===== config.mk =====
export PLATFORM = sky130hd
export DESIGN_NAME = melody_seq
export DESIGN_NICKNAME = d
export VERILOG_FILES = /design/src/rtl/melody_seq.sv
export SDC_FILE = /design/constraint.sdc
export NUM_CORES = 1
export LEC_CHECK = 0
export ABC_AREA = 1
export CAP_MARGIN = 20
export CORE_MARGIN = 10
export CORE_UTILIZATION = 35
export DETAILED_ROUTE_END_ITERATION = 7
export SYNTH_ARGS = -nofsm -noshare
export SYNTH_HDL_FRONTEND = slang
export SYNTH_SLANG_ARGS = --single-unit

===== constraint.sdc =====
create_clock -name clk_out -period 2 [get_ports clk_out]
set_input_delay 0.6 -clock clk_out [delete_from_list [all_inputs] [get_ports clk_out]]
set_output_delay 0.6 -clock clk_out [all_outputs]
set_load 0.005 [all_outputs]

===== src/rtl/melody_seq.sv =====
// Eight-note ROM sequencer driving the buzzer tone divider, LEDs and 7-segment note index.
// Optional feature: define MELODY_SEQ_TEMPO_EN to add the tempo[1:0] scaling input.
module melody_seq #(
    parameter int CLK_HZ    = 10_000_000,
    parameter int TICK_HZ   = 100,
    parameter int GAP_TICKS = 2,
    parameter int DW        = 26
) (
    input  logic          clk_out,
    input  logic          rst,
    input  logic          start,
    input  logic          stop,
    input  logic          loop,
`ifdef MELODY_SEQ_TEMPO_EN
    input  logic [1:0]    tempo,
`endif
    output logic          busy,
    output logic [DW-1:0] freqdiv,
    output logic          tone_en,
    output logic [2:0]    note_idx,
    output logic          note_strobe,
    output logic          done
);

    localparam int DIV = (CLK_HZ / TICK_HZ > 0) ? CLK_HZ / TICK_HZ : 1;
    localparam int PW  = (DIV > 1) ? $clog2(DIV) : 1;
    localparam int TW  = 16;
    localparam int EW  = DW + 7;

    typedef enum logic [1:0] {IDLE, PLAY, GAP, DONE} state_t;

    // Entry layout: {freqdiv, dur[5:0], last}
    function automatic logic [EW-1:0] rom(input logic [2:0] idx);
        case (idx)
            3'd0:    rom = {DW'(9555), 6'd20, 1'b0};
            3'd1:    rom = {DW'(8512), 6'd20, 1'b0};
            3'd2:    rom = {DW'(7583), 6'd20, 1'b0};
            3'd3:    rom = {DW'(7158), 6'd20, 1'b0};
            3'd4:    rom = {DW'(6377), 6'd20, 1'b0};
            3'd5:    rom = {DW'(5681), 6'd20, 1'b0};
            3'd6:    rom = {DW'(5061), 6'd20, 1'b0};
            default: rom = {DW'(4777), 6'd40, 1'b1};
        endcase
    endfunction

    function automatic logic [DW-1:0] rom_freq(input logic [2:0] idx);
        return DW'(rom(idx) >> 7);
    endfunction

    function automatic logic [5:0] rom_dur(input logic [2:0] idx);
        return 6'(rom(idx) >> 1);
    endfunction

    function automatic logic rom_last(input logic [2:0] idx);
        return 1'(rom(idx));
    endfunction

    // tempo 1 doubles the tick count, tempo 2 halves it rounding up, never below one tick
    function automatic logic [TW-1:0] scale(input logic [TW-1:0] n, input logic [1:0] t);
        logic [TW-1:0] r;
        case (t)
            2'd1:    r = n << 1;
            2'd2:    r = (n + TW'(1)) >> 1;
            default: r = n;
        endcase
        if (r == '0) r = TW'(1);
        return r;
    endfunction

    state_t        state, state_d;
    logic [PW-1:0] presc, presc_d;
    logic [TW-1:0] tick, tick_d;
    logic [1:0]    tempo_q, tempo_d, tempo_in;
    logic [DW-1:0] freqdiv_d;
    logic          tone_d, strobe_d, done_d;
    logic [2:0]    idx_d, nxt_idx;
    logic          enter, note_end, go_idle, tick_end;
    logic [5:0]    cur_dur;
    logic [TW-1:0] play_ticks, gap_ticks;

`ifdef MELODY_SEQ_TEMPO_EN
    assign tempo_in = tempo;
`else
    assign tempo_in = 2'd0;
`endif

    assign busy       = (state != IDLE);
    assign cur_dur    = rom_dur(note_idx);
    assign play_ticks = scale((cur_dur == 6'd0) ? TW'(1) : TW'(cur_dur), tempo_q);
    assign gap_ticks  = scale(TW'(GAP_TICKS), tempo_q);

    always_ff @(posedge clk_out or negedge rst) begin
        if (!rst) begin
            state       <= IDLE;
            presc       <= '0;
            tick        <= '0;
            tempo_q     <= 2'd0;
            freqdiv     <= '0;
            tone_en     <= 1'b0;
            note_idx    <= 3'd0;
            note_strobe <= 1'b0;
            done        <= 1'b0;
        end else begin
            state       <= state_d;
            presc       <= presc_d;
            tick        <= tick_d;
            tempo_q     <= tempo_d;
            freqdiv     <= freqdiv_d;
            tone_en     <= tone_d;
            note_idx    <= idx_d;
            note_strobe <= strobe_d;
            done        <= done_d;
        end
    end

    always_comb begin
        state_d   = state;
        presc_d   = presc;
        tick_d    = tick;
        tempo_d   = tempo_q;
        freqdiv_d = freqdiv;
        tone_d    = tone_en;
        idx_d     = note_idx;
        strobe_d  = 1'b0;
        done_d    = 1'b0;
        enter     = 1'b0;
        nxt_idx   = 3'd0;
        note_end  = 1'b0;
        go_idle   = 1'b0;
        tick_end  = (presc == PW'(DIV - 1));

        case (state)
            IDLE: enter = start && !stop;
            PLAY: begin
                if (stop) begin
                    go_idle = 1'b1;
                end else if (tick_end) begin
                    presc_d = '0;
                    if (tick == play_ticks - TW'(1)) begin
                        tick_d = '0;
                        if (GAP_TICKS == 0) begin
                            note_end = 1'b1;
                        end else begin
                            state_d = GAP;
                            tone_d  = 1'b0;
                        end
                    end else begin
                        tick_d = tick + TW'(1);
                    end
                end else begin
                    presc_d = presc + PW'(1);
                end
            end
            GAP: begin
                if (stop) begin
                    go_idle = 1'b1;
                end else if (tick_end) begin
                    presc_d = '0;
                    if (tick == gap_ticks - TW'(1)) begin
                        tick_d   = '0;
                        note_end = 1'b1;
                    end else begin
                        tick_d = tick + TW'(1);
                    end
                end else begin
                    presc_d = presc + PW'(1);
                end
            end
            default: go_idle = 1'b1;
        endcase

        // Index 7 ends the song even if its last flag were clear; wrap happens only via loop
        if (note_end) begin
            if (!rom_last(note_idx) && note_idx != 3'd7) begin
                enter   = 1'b1;
                nxt_idx = note_idx + 3'd1;
            end else if (loop) begin
                enter = 1'b1;
            end else begin
                state_d   = DONE;
                done_d    = 1'b1;
                tone_d    = 1'b0;
                freqdiv_d = '0;
            end
        end

        if (enter) begin
            state_d   = PLAY;
            idx_d     = nxt_idx;
            freqdiv_d = rom_freq(nxt_idx);
            tone_d    = (rom_freq(nxt_idx) != '0);
            strobe_d  = 1'b1;
            presc_d   = '0;
            tick_d    = '0;
            tempo_d   = tempo_in;
        end

        if (go_idle) begin
            state_d   = IDLE;
            freqdiv_d = '0;
            tone_d    = 1'b0;
            idx_d     = 3'd0;
            presc_d   = '0;
            tick_d    = '0;
        end
    end

endmodule


==> flow_summary.json <==
{
  "syn_avg_cell_area_um2": 7.23,
  "instances_no_fill": 778,
  "min_period_over_period_pct": 100,
  "finish.utilization_pct": 49.7,
  "critPathLaunchType": "flop",
  "yosys.area.top_type_share_pct": 35.8,
  "p_leak_nw": 2.55,
  "setup_viol": 2,
  "fin_ws_ns": -0.00482,
  "fp.dieH_um": 125,
  "cpMaxStageDelayCell": "dfrtp_1",
  "synth_ff_type": "dfrtp_1",
  "drcViolationCount": 0,
  "ys_ff_latch": 55,
  "rows": 38,
  "synth_common_cells": "nand2_1 (128), nand3_1 (72), nor2_1 (71)",
  "grtUsageMet3_pct": 2.64,
  "clkTransAtPathRegs_ns": 0.11,
  "antenna_left": 0,
  "crit_path_end_kind": "flop",
  "grt_use_total_pct": 12.8,
  "netlist_instances": 532,
  "cpPeakStageDelay_ns": 0.39,
  "holdBufCountCts": 0,
  "cp.required_ns": 2.20,
  "synth_area_leader_cell": "dfrtp_1",
  "cts_tree": "yes",
  "via_count": 3747,
  "hold_violations": 0,
  "cap_violations": 0,
  "met1_usage_pct": 16.0,
  "cts_max_level": 2,
  "synth.most_common_cell": "nand2_1",
  "drt-initial-drc-count": 160,
  "grt_overflow_total": 0,
  "finClkSkew_ns": 0.0151,
  "yosysSeqAreaShare_pct": 35.8,
  "ctsLongestPathBuffers": 2,
  "io_buffer_count": 25,
  "top_usage_layer": "met2",
  "synth_edf_count": 0,
  "die_area_mm2": 0.0156,
  "place_congestion": 0.917,
  "violations": "setup timing",
  "routed_wl_mm": 10.6,
  "p_per_area_mw_per_mm2": 931,
  "grt_pass1_wl_mm": 17.4,
  "placed_cells": 753,
  "dpl.hpwl_mm": 7.56,
  "outcome": "complete, but fails checks",
  "root_buffer": "clkbuf_8",
  "synth_warnings": 0,
  "grt_antenna_before_repair": 0,
  "die_x_um": 125,
  "worstSetupPathType": "reg -> reg",
  "grt_max_degree": 56,
  "period_needed_ns": 2.00,
  "viasPerCell": 4.82,
  "synthTopCellsByArea": "dfrtp_1 (36%), nand2_1 (12%), nand3_1 (9.4%), nor2_1 (6.9%), inv_1 (5.0%)",
  "antennaDiodeCount": 0,
  "wl_per_cell_um": 13.7,
  "grt_pass1_vias": 3689,
  "syn_to_final_growth_pct": 39.3,
  "vdd_drop_max_uv": 521,
  "drive_above_1_share_pct": 30.1,
  "regArea_mm2": 0.00138,
  "final_nets": 653,
  "tns_ns": -0.00703,
  "fmax_mhz": 499,
  "yosysUniqueCellTypes": 37,
  "cts_inserted_buffers": 5,
  "clock_latency_ns": 0.32,
  "synthArstFlopShare_pct": 100,
  "drv_slew": 0,
  "boundaryPins": 38,
  "hp-class": "in -> async",
  "rsz0062_at_grt": "yes",
  "multi_input_area_mm2": 0.00244,
  "whs_ns": 0.259,
  "crit_path_frequent_cell": "nand2_8",
  "start_util_pct": 35.6,
  "fillCellCount": 1014,
  "stdcell_area_mm2": 0.00536,
  "syn_area_mm2": 0.00385,
  "crit_path_cell_trace": "ha_2 > nand2_2 > inv_2 > nand2_4 > nor2_2 > nand3_2 > o21bai_4 > nand2_8 > nand2_8 > nand2_8 > buf_12 > nand3_2 > nand2_1",
  "critical_path_arrival_ns": 2.21,
  "place_area_mm2": 0.00471,
  "dr.pass1.iters": 4,
  "worstPathMaxFanout": 8,
  "fp.coreArea_mm2": 0.0108,
  "use_met2_pct": 21.9,
  "cts.sinks": 55
}
-- flip-flops by register name, summed over array words and instances, names as in the netlist --
signal / cells
note_idx: 3
tone_en: 1
note_strobe: 1
freqdiv: 14
done: 1
state: 2
tick: 16
presc: 17
-- worst paths after layout --
kind	slack, ns	start	depth (start not counted)	to
max reg2reg	-0.005	presc[1]	13	tick[12]
max in group asynchronous	1.48	rst	2	presc[8]
min in group clk_out	0.49	freqdiv[0]	2	freqdiv[0]
max	-0.005	presc[1]	13	tick[12]
min reg2reg	0.49	freqdiv[0]	2	freqdiv[0]
min	0.26	rst	2	freqdiv[1]
-- placed cells by master, fill, tap and decap left out, types with 4 or more instances in the layout --
cell type	count
nor2_2	17
nor3_1	11
conb_1	12
nor2_4	9
clkdlybuf4s50_1	22
ha_1	6
nand2_8	5
nand4_1	15
nand3b_1	4
nand2_1	116
o21ai_1	11
o22ai_1	4
inv_2	10
nand3_1	55
dfrtp_1	54
nand3_2	16
nand2_4	4
a21oi_1	6
buf_12	7
inv_1	46
buf_6	9
clkbuf_8	5
xor2_1	20
nand3_4	4
buf_4	68
nand2_2	13
nor2_1	53
-- kinds of logic after synthesis --
kind of cell	share of synthesized area, %
AND/OR/NAND/NOR	39.3
buffers and inverters	11.1
flip-flops	35.8
AO/OA/AOI/OAI	4.94
XOR/XNOR	5.24
adder cells (fa/ha/maj)	3.58
other	0.0975
-- metrics by stage --
stage	total power, mW	setup WS [ns]
after global placement	3.71	-0.232
after floorplan	2.74	0.0124
after global routing	5.30	-0.0993
final	4.99	-0.00482
after detailed placement	3.73	-0.283
after CTS	4.50	-0.0158
-- power breakdown --
group,leakage (nW),switching [mW],internal [mW]
Sequential,0.753,0.0874,1.25
Combinational,1.75,1.67,1.34
Clock,0.0477,0.399,0.242
-- final cells by class --
class | count | area share (%)
Tap cell | 140 | 3.27
Sequential cell | 55 | 25.7
Clock inverter | 3 | 0.280
Multi-Input combinational cell | 404 | 45.5
Timing Repair Buffer | 111 | 19.6
Inverter | 60 | 4.41
Clock buffer | 5 | 1.28
-- worst max-delay path: cells and delay by family, from the launching register on --
kind	cells	cell delay, ns
AO/OA/AOI/OAI	1	0.23
flip-flops	1	0.39
adder cells (fa/ha/maj)	1	0.20
buffers and inverters	2	0.25
AND/OR/NAND/NOR	9	0.83
-- routing by layer --
| metal | vias to the layer above | wire length, µm |
|---|---|---|
| li1 | 1902 | - |
| met1 | 1763 | 4840 |
| met2 | 74 | 5290 |
| met3 | 8 | 400 |
| met4 | 0 | 101 |
| met5 | - | 0 |
-- timing repair --
item                       in CTS  in global routing
setup endpoints to repair      54                 52
gates resized for setup        24                 75
setup buffers                   7                  6
pin swaps                       9                 37
gates cloned                    0                  4
No activity file was read; power rests on OpenSTA's default activity.
